<file path="src/rtl/data_memory_arbiter.sv">
// data_memory_arbiter: two-port arbiter for a registered-read data memory; define DMEM_ARB_RR_EN for round robin
module data_memory_arbiter #(
  parameter int ADDR_W = 5,
  parameter int DATA_W = 32
) (
  input  logic              clk_i,
  input  logic              rst_i,
  input  logic              p0_req_i,
  input  logic              p0_we_i,
  input  logic [31:0]       p0_addr_i,
  input  logic [DATA_W-1:0] p0_wdata_i,
  output logic              p0_gnt_o,
  output logic              p0_err_o,
  output logic              p0_rvalid_o,
  output logic [DATA_W-1:0] p0_rdata_o,
  input  logic              p1_req_i,
  input  logic              p1_we_i,
  input  logic [31:0]       p1_addr_i,
  input  logic [DATA_W-1:0] p1_wdata_i,
  output logic              p1_gnt_o,
  output logic              p1_err_o,
  output logic              p1_rvalid_o,
  output logic [DATA_W-1:0] p1_rdata_o,
  output logic [31:0]       mem_addr_o,
  output logic [DATA_W-1:0] mem_data_o,
  output logic              mem_read_o,
  output logic              mem_write_o,
  input  logic [DATA_W-1:0] mem_data_i,
  output logic              busy_o
);
  localparam logic [1:0] IDLE = 2'd0, ISSUE = 2'd1, CAPTURE = 2'd2;
  logic [1:0] state;
  logic win, we, rej, acc, pick;
  logic [31:0] addr;
  logic [DATA_W-1:0] wdata;
`ifdef DMEM_ARB_RR_EN
  logic last;
  // on contention serve the port that was not granted last time
  always_comb pick = (p0_req_i & p1_req_i) ? ~last : ~p0_req_i;
  always_ff @(posedge clk_i)
    if (rst_i) last <= 1'b1;
    else if (state == ISSUE) last <= win;
`else
  always_comb pick = ~p0_req_i;
`endif
  always_comb begin
    rej = |addr[1:0] | |addr[31:ADDR_W];
    acc = (state == ISSUE) & ~rej;
  end
  assign p0_gnt_o    = (state == ISSUE) & ~win;
  assign p1_gnt_o    = (state == ISSUE) & win;
  assign p0_err_o    = p0_gnt_o & rej;
  assign p1_err_o    = p1_gnt_o & rej;
  assign mem_read_o  = acc & ~we;
  assign mem_write_o = acc & we;
  assign mem_addr_o  = acc ? addr : 32'd0;
  assign mem_data_o  = acc ? wdata : '0;
  assign busy_o      = state != IDLE;
  always_ff @(posedge clk_i) begin
    if (rst_i) begin
      state       <= IDLE;
      win         <= 1'b0;
      we          <= 1'b0;
      addr        <= 32'd0;
      wdata       <= '0;
      p0_rdata_o  <= '0;
      p1_rdata_o  <= '0;
      p0_rvalid_o <= 1'b0;
      p1_rvalid_o <= 1'b0;
    end else begin
      p0_rvalid_o <= 1'b0;
      p1_rvalid_o <= 1'b0;
      case (state)
        IDLE: if (p0_req_i | p1_req_i) begin
          win   <= pick;
          we    <= pick ? p1_we_i : p0_we_i;
          addr  <= pick ? p1_addr_i : p0_addr_i;
          wdata <= pick ? p1_wdata_i : p0_wdata_i;
          state <= ISSUE;
        end
        ISSUE: state <= (rej | we) ? IDLE : CAPTURE;
        CAPTURE: begin
          if (win) begin
            p1_rdata_o  <= mem_data_i;
            p1_rvalid_o <= 1'b1;
          end else begin
            p0_rdata_o  <= mem_data_i;
            p0_rvalid_o <= 1'b1;
          end
          state <= IDLE;
        end
        default: state <= IDLE;
      endcase
    end
  end
endmodule

</file>
<file path="config.mk">
export PLATFORM = sky130hd
export DESIGN_NAME = data_memory_arbiter
export DESIGN_NICKNAME = d
export VERILOG_FILES = /design/src/rtl/data_memory_arbiter.sv
export SDC_FILE = /design/constraint.sdc
export NUM_CORES = 1
export LEC_CHECK = 0
export CAP_MARGIN = 30
export CORE_MARGIN = 5
export CORE_UTILIZATION = 40
export CTS_BUF_LIST = sky130_fd_sc_hd__clkbuf_8
export CTS_CLUSTER_SIZE = 28
export DETAILED_ROUTE_END_ITERATION = 12
export PLACE_DENSITY = 0.86
export SYNTH_ARGS = -nofsm -noshare
export SYNTH_HDL_FRONTEND = slang
export SYNTH_SLANG_ARGS = --single-unit
</file>
<file path="constraint.sdc">
create_clock -name clk_i -period 1.9 [get_ports clk_i]
set_input_delay 0.285 -clock clk_i [delete_from_list [all_inputs] [get_ports clk_i]]
set_output_delay 0.285 -clock clk_i [all_outputs]
set_load 0.02 [all_outputs]
</file>
After elaboration in Yosys (flattened, before gate mapping)

Index checks and enable logic that the tools add are counted.

Register bits: 134
Output and inout bits: 137

Equal/unequal tests: 3
Multiplexer cells: 10
Reduce and logical (&&, ||, !) cells: 8
Bitwise gates (word level): 15

Operator list:

| cell               | count |
|---|---|
| $mux 32            | 4 |
| $reduce_or 27->1   | 1 |
| $and 1x1->1        | 7 |
| $reduce_and 2->1   | 3 |
| $not 1->1          | 5 |
| $mux 2             | 2 |
| $pmux 2 s2         | 1 |
| $reduce_or 2->1    | 2 |
| $mux 1             | 3 |
| $or 1x1->1         | 3 |
| $eq 2x1->1 const B | 1 |
| $eq 2x2->1 const B | 1 |
| $logic_not 2->1    | 1 |
| $ne 2x2->1 const B | 1 |
| $reduce_bool 2->1  | 1 |

Logic depth before layout (Yosys ltp)

Gate-level depths: netlist of the first run.

Depth after elaboration: 5
Depth in mapped cells: 6

Worst setup path after synthesis of the first run

No wires, ideal clock.

Path type: register to output
Start: reg addr[12]
End: out mem_data_o[11]
Arrival time: 1,668 ps
Data required time: 1,615 ps
Stages on the path, launching flop included: 5
Slack: -53 ps
Buffers on the path: 1
Cells stage by stage: dfxtp_1 > nor4_4 > nand4_4 > buf_2 > nor4_1

Cells in the longest elaborated chain, start to end: 5

RTL lines:

| element                | RTL line | RTL |
|---|---|---|
| from (decl)            | 34       | `logic [31:0] addr;` |
| from (signal assigned) | 77       | `addr <= pick ? p1_addr_i : p0_addr_i;` |
| $reduce_or 27->1       | 47       | `rej = \|addr[1:0] \| \|addr[31:ADDR_W];` |
| $or 1x1->1             | 47       |  |
| $not 1->1              | 48       | `acc = (state == ISSUE) & ~rej;` |
| $and 1x1->1            | 48       |  |
| $mux 32                | 57       | `assign mem_data_o = acc ? wdata : '0;` |
| to (decl)              | 25       | `output logic [DATA_W-1:0] mem_data_o,` |

Every way passes these cells.

Worst setup path in the final report of the first run

Start: reg addr[12]
End: out mem_data_o[12]

Same word-level chain as after synthesis.

==> results of run 1 <==
-- timing repair --
action / CTS / global route
pin swaps: 5 / 6
endpoints found under the setup margin: 42 / 41
buffers inserted: 3 / 3
resized for setup: 259 / 23
cloned: 0 / 2
-- area by class of cell --
type | count | area (sq um)
Fill cell | 1333 | 5870
Multi-Input combinational cell | 484 | 3400
Timing Repair Buffer | 313 | 3080
Sequential cell | 134 | 2690
Clock buffer | 21 | 289
Tap cell | 216 | 270
Clock inverter | 11 | 148
Inverter | 37 | 139
Antenna cell | 1 | 2.50
-- cells by family (layout without fill, tap and decap cells) --
logic type	count (synthesis)	count (layout)	share of synthesized area
AOI/OAI and AO/OA	198	198	0.210
muxes	65	65	0.100
buffers and inverters	136	382	0.109
and+or+nand+nor	192	192	0.166
other	1	30	0.000578
DFF	134	134	0.414
-- power by group --
group	internal (mW)	leakage [nW]	switching (mW)
sequential	2.95	1.10	0.0931
combinational	0.660	2.42	0.655
clock	1.44	0.210	1.12
-- critical path, cell delays in order, from the launching register on --
cell and delay, ns:
dfxtp_2 0.34, nor4_4 0.36, nand4_4 0.19, buf_12 0.23
nor4_1 0.22, buf_2 0.22
-- cells in the final DEF (no fill, tap or decap), drive strengths merged --
cell type	Yosys	final
diode	0	1
or2	1	1
bufinv	0	3
inv	37	37
nor2b	2	2
nor2	5	5
nand3	1	1
clkbuf	29	22
a21oi	130	130
and2	2	2
buf	70	82
or3	1	1
nand3b	1	1
a211oi	66	66
dlygate4sd2	0	1
clkdlybuf4s50	0	229
nand4	2	2
and2b	1	1
mux2i	65	65
clkinvlp	0	4
nand2	129	129
clkinv	0	4
o31a	2	2
or3b	1	1
nor4	44	44
nor3b	1	1
conb	1	29
dfxtp	134	134
and3b	1	1
-- metrics by stage --
step                      utilization  setup slack (ns)  setup TNS, ns
after global placement          0.591            -0.383         -13.77
after global routing            0.631            -0.518         -16.17
after detailed placement        0.591            -0.463         -14.70
final                           0.631            -0.392         -11.41
after floorplan                     -           -0.0527         -0.515
after CTS                       0.621            -0.378         -12.99
-- metal layers --
metal	part of all wire	GRT usage	vias to the layer above
li1	-	-	3005
met1	0.38	0.228	2903
met2	0.48	0.360	247
met3	0.11	0.0972	36
met4	0.027	0.0854	0
met5	0	0	-
-- state kept, by name, summed over array words and instances (netlist names) --
| signal | cells |
|---|---|
| addr | 32 |
| p0_rdata_o | 32 |
| p1_rdata_o | 32 |
| wdata | 32 |
| state | 2 |
| p0_rvalid_o | 1 |
| p1_rvalid_o | 1 |
| we | 1 |
| win | 1 |
-- how the worst max path moves through the flow --
stage	slack [ns]	startpoint	endpoint
after floorplan	-0.05	addr[12]	mem_data_o[11]
after global placement	-0.38	addr[27]	mem_read_o
after detailed placement	-0.46	addr[23]	mem_data_o[14]
after CTS	-0.38	addr[15]	mem_read_o
after global routing	-0.52	addr[12]	mem_data_o[12]
final	-0.39	addr[12]	mem_data_o[12]
-- synthesized netlist by cell type, types with 3 or more instances --
cell and instances:
a21oi_1 130, buf_4 30, nor4_2 22, nor4_1 19, inv_1 37, nor2_1 4
nand2_1 129, clkbuf_1 29, dfxtp_1 134, nor4_4 3, buf_2 35, a211oi_1 26
mux2i_1 65, a211oi_2 40, buf_6 5
==> impl_metrics.ini, run 1 <==
[run_status]
outcome = finished, violations left
violations = setup timing

[worst_hold_path]
holdCritPathClass = primary input to register
holdPathStages = 2
min_from = rst_i
whs_endpoint = addr[0]

[die]
die_area_sq_mm = 0.0189
pin_count = 303
rows = 46
core-area_sq_mm = 0.0159
fp.dieW_um = 137
die_y_um = 137
start_util = 0.408

[sta]
layout_setup_ws_ns = -0.392
slew_viol_final = 0
hold_viol_final = 0
rsz0062_at_grt = yes
skew_ns = 0.0148
whs_ns = 0.207
fin_crit_sh = 1.21
period_needed_ns = 2.29
clock.fmax_mhz = 436
final-setup-viol-count = 39

[setup_path]
critPathLaunchType = register
reg2reg_depth = 5
required_ns = 1.62
cp.arrival_ns = 2.01
rr_endpoint = p0_rdata_o[27]
reg2reg_slack_ns = 0.32
worstSetupPathType = register to output pin
r2r-start = win
cp-end-kind = output pin
crit_fanout = 31

[grt]
overflow = 0
antenna_found_initial = 1
grt_use_total = 0.212
grt_pass1_wl_um = 31600
grt_max_degree = 63
grt_pass1_vias = 6280

[synthesis]
synth_area_leader_cell = dfxtp_1
synth-edff-count = 0
async_reset_ff_frac = 0
ys_top_cells_by_area = dfxtp_1, a21oi_1, mux2i_1
ys_types = 30
ys_ff_latch = 134
synth_top_area_share = 0.414
synth_ff_type = dfxtp_1
syn_area_sq_mm = 0.00648
avgSynthCellArea_sq_um = 8.93
synth_warnings = 0
synth_cells = 726
seq_area_frac_synth = 0.414

[cts]
clock_latency_ns = 0.43
clk_pin_slew_ns = 0.07
clockRootBuffer = clkbuf_8
cts_buffers = 17
clock-sinks = 134
cts_hold_buffers = 0
cts_tree = yes
cts-htree-levels = 4
clockBufferDepth = 2

[detailed_routing]
num_vias = 6191
drc_errors = 0
ant_nets = 0
drt-total-wl_um = 21100
drt-initial-drc-count = 275
drtPass1Iterations = 5
avgViaCountPerCell = 5.09
wl_per_cell_um = 17.3

[final_layout]
nets = 1153
final_area_sq_mm = 0.0100
area_growth_pct = 54.5
fin_cells = 1217
drive_gt1_frac = 0.214

[placed_design]
portBuffers = 273
place.gp.congestion = 0.785
place_hpwl_um = 15200
placed_area_sq_mm = 0.00939
dp_cells = 1176

[job]
max_cap_viol_count = 0

[power]
power.total_mw = 6.92
power_density_mw_per_mm2 = 690
ir_drop_mv = 0.600
leakage_nw = 3.73
No activity file was read; power rests on OpenSTA's default activity.
==> run 2: changes to the inputs <==
REMOVE_ABC_BUFFERS = 1   (was default)
==> impl_metrics.ini, run 2 (synthesis gave the netlist of run 1 again) <==
[run_status]
outcome = finished, violations left
violations = setup timing

[cts]
clk_pin_slew_ns = 0.08
cts_hold_buffers = 0
clockBufferDepth = 2
clock-sinks = 134
clock_latency_ns = 0.43
cts_buffers = 17
cts_tree = yes
cts-htree-levels = 4
clockRootBuffer = clkbuf_8

[sta]
layout_setup_ws_ns = -0.430
skew_ns = 0.0117
rsz0062_at_grt = yes
whs_ns = 0.178
clock.fmax_mhz = 429
final-setup-viol-count = 39
period_needed_ns = 2.33
fin_crit_sh = 1.23
slew_viol_final = 0
tightest_slew_ns = 0.580
maxSlewHeadroom = 0.613
hold_viol_final = 0

[placed_design]
place.gp.congestion = 0.801
dp_cells = 1172
place_hpwl_um = 15200
portBuffers = 273
preCtsSetupSlack_ns = -0.392

[detailed_routing]
drt-total-wl_um = 22800
drc_errors = 0
avgViaCountPerCell = 5.23
wl_per_cell_um = 18.8
drt-initial-drc-count = 208
ant_nets = 0
num_vias = 6343
drtPass1Iterations = 4

[setup_path]
cp.arrival_ns = 2.05
cpPeakStageDelay_ns = 0.34
slowest_stage = dfxtp_2
worstSetupPathType = register to output pin
cp_common_cell = buf_6
required_ns = 1.62
crit_family = simple AND/OR/NAND/NOR gates
cp-end-kind = output pin
crit_buf_inv = 3
critPathLaunchType = register
critical_path.cell_chain = nor4_4 -> nand4_1 -> buf_6 -> buf_6 -> nor4_2 -> buf_4
crit_fanout = 8

[grt]
grt_use_total = 0.216
grt_pass1_wl_um = 32100
grt_pass1_vias = 6187
grt_max_degree = 74
antenna_found_initial = 1
overflow = 0

[die]
die_area_sq_mm = 0.0189
die_y_um = 137
pin_count = 303
fp.dieW_um = 137
core-area_sq_mm = 0.0159
start_util = 0.408
rows = 46

[final_layout]
drive_gt1_frac = 0.209
area_growth_pct = 57.5
fin_cells = 1212
nets = 1150
layout_commonest_cell = clkdlybuf4s50_1
layout_common_cells = clkdlybuf4s50_1, a21oi_1, nand2_1

[power]
ir_drop_mv = 0.577
leakage_nw = 3.86
power_density_mw_per_mm2 = 668

[job]
max_cap_viol_count = 0

[worst_hold_path]
holdCritPathClass = primary input to register
## run 2: changes by cell type in the layout (fill, tap and decap cells not counted), sizes merged
| cell | delta |
|---|---|
| buf | -5 |
| bufinv | -1 |
| clkbuf | -1 |
| clkinv | +1 |
| inv | +1 |
## run 2: report_power, final
part	leakage [nW]	internal, mW	switching (mW)
Clock	0.183	1.18	1.14
Combinational	2.58	0.704	0.746
Sequential	1.10	2.95	0.0983
## run 2: repair_timing
item / CTS / global route
setup buffers: 0 / 4
setup endpoints to repair: 42 / 41
gates cloned: 1 / 4
resized for setup: 230 / 72
pin swaps: 3 / 10
## run 2: routing by layer
metal | vias to the layer above | share of wire | global-route usage
met5 | - | 0 | 0
met4 | 0 | 0.026 | 0.0759
met3 | 43 | 0.13 | 0.120
met2 | 295 | 0.47 | 0.345
met1 | 3011 | 0.37 | 0.242
li1 | 2994 | - | -
## run 2: final cells by class
class	instances	area (sq um)
Multi-Input combinational cell	484	3590
Sequential cell	134	2690
Inverter	37	139
Timing Repair Buffer	310	3140
Fill cell	1245	5680
Clock buffer	18	248
Clock inverter	12	131
Antenna cell	1	2.50
Tap cell	216	270
## run 2: per-stage QoR
step	setup TNS [ns]	power, mW	util	cell area (sq um)
6_report	-13.72	6.82	0.643	10200
5_1_grt	-17.63	7.11	0.643	10200
4_1_cts	-12.77	6.70	0.611	9700
3_5_place_dp	-12.70	4.34	0.590	9370
3_3_place_gp	-13.02	4.32	0.590	9370
2_1_floorplan	-174.72	3.65	-	6020
## run 2: worst paths after layout
check / slack (ns) / depth (start not counted) / start / to
setup / recovery: -0.43 / 6 / addr[20] / mem_data_o[27]
hold / removal: 0.18 / 2 / rst_i / addr[0]
setup reg to reg: 0.36 / 5 / state[1] / wdata[12]
hold reg to reg: 0.45 / 2 / p0_rdata_o[23] / p0_rdata_o[23]
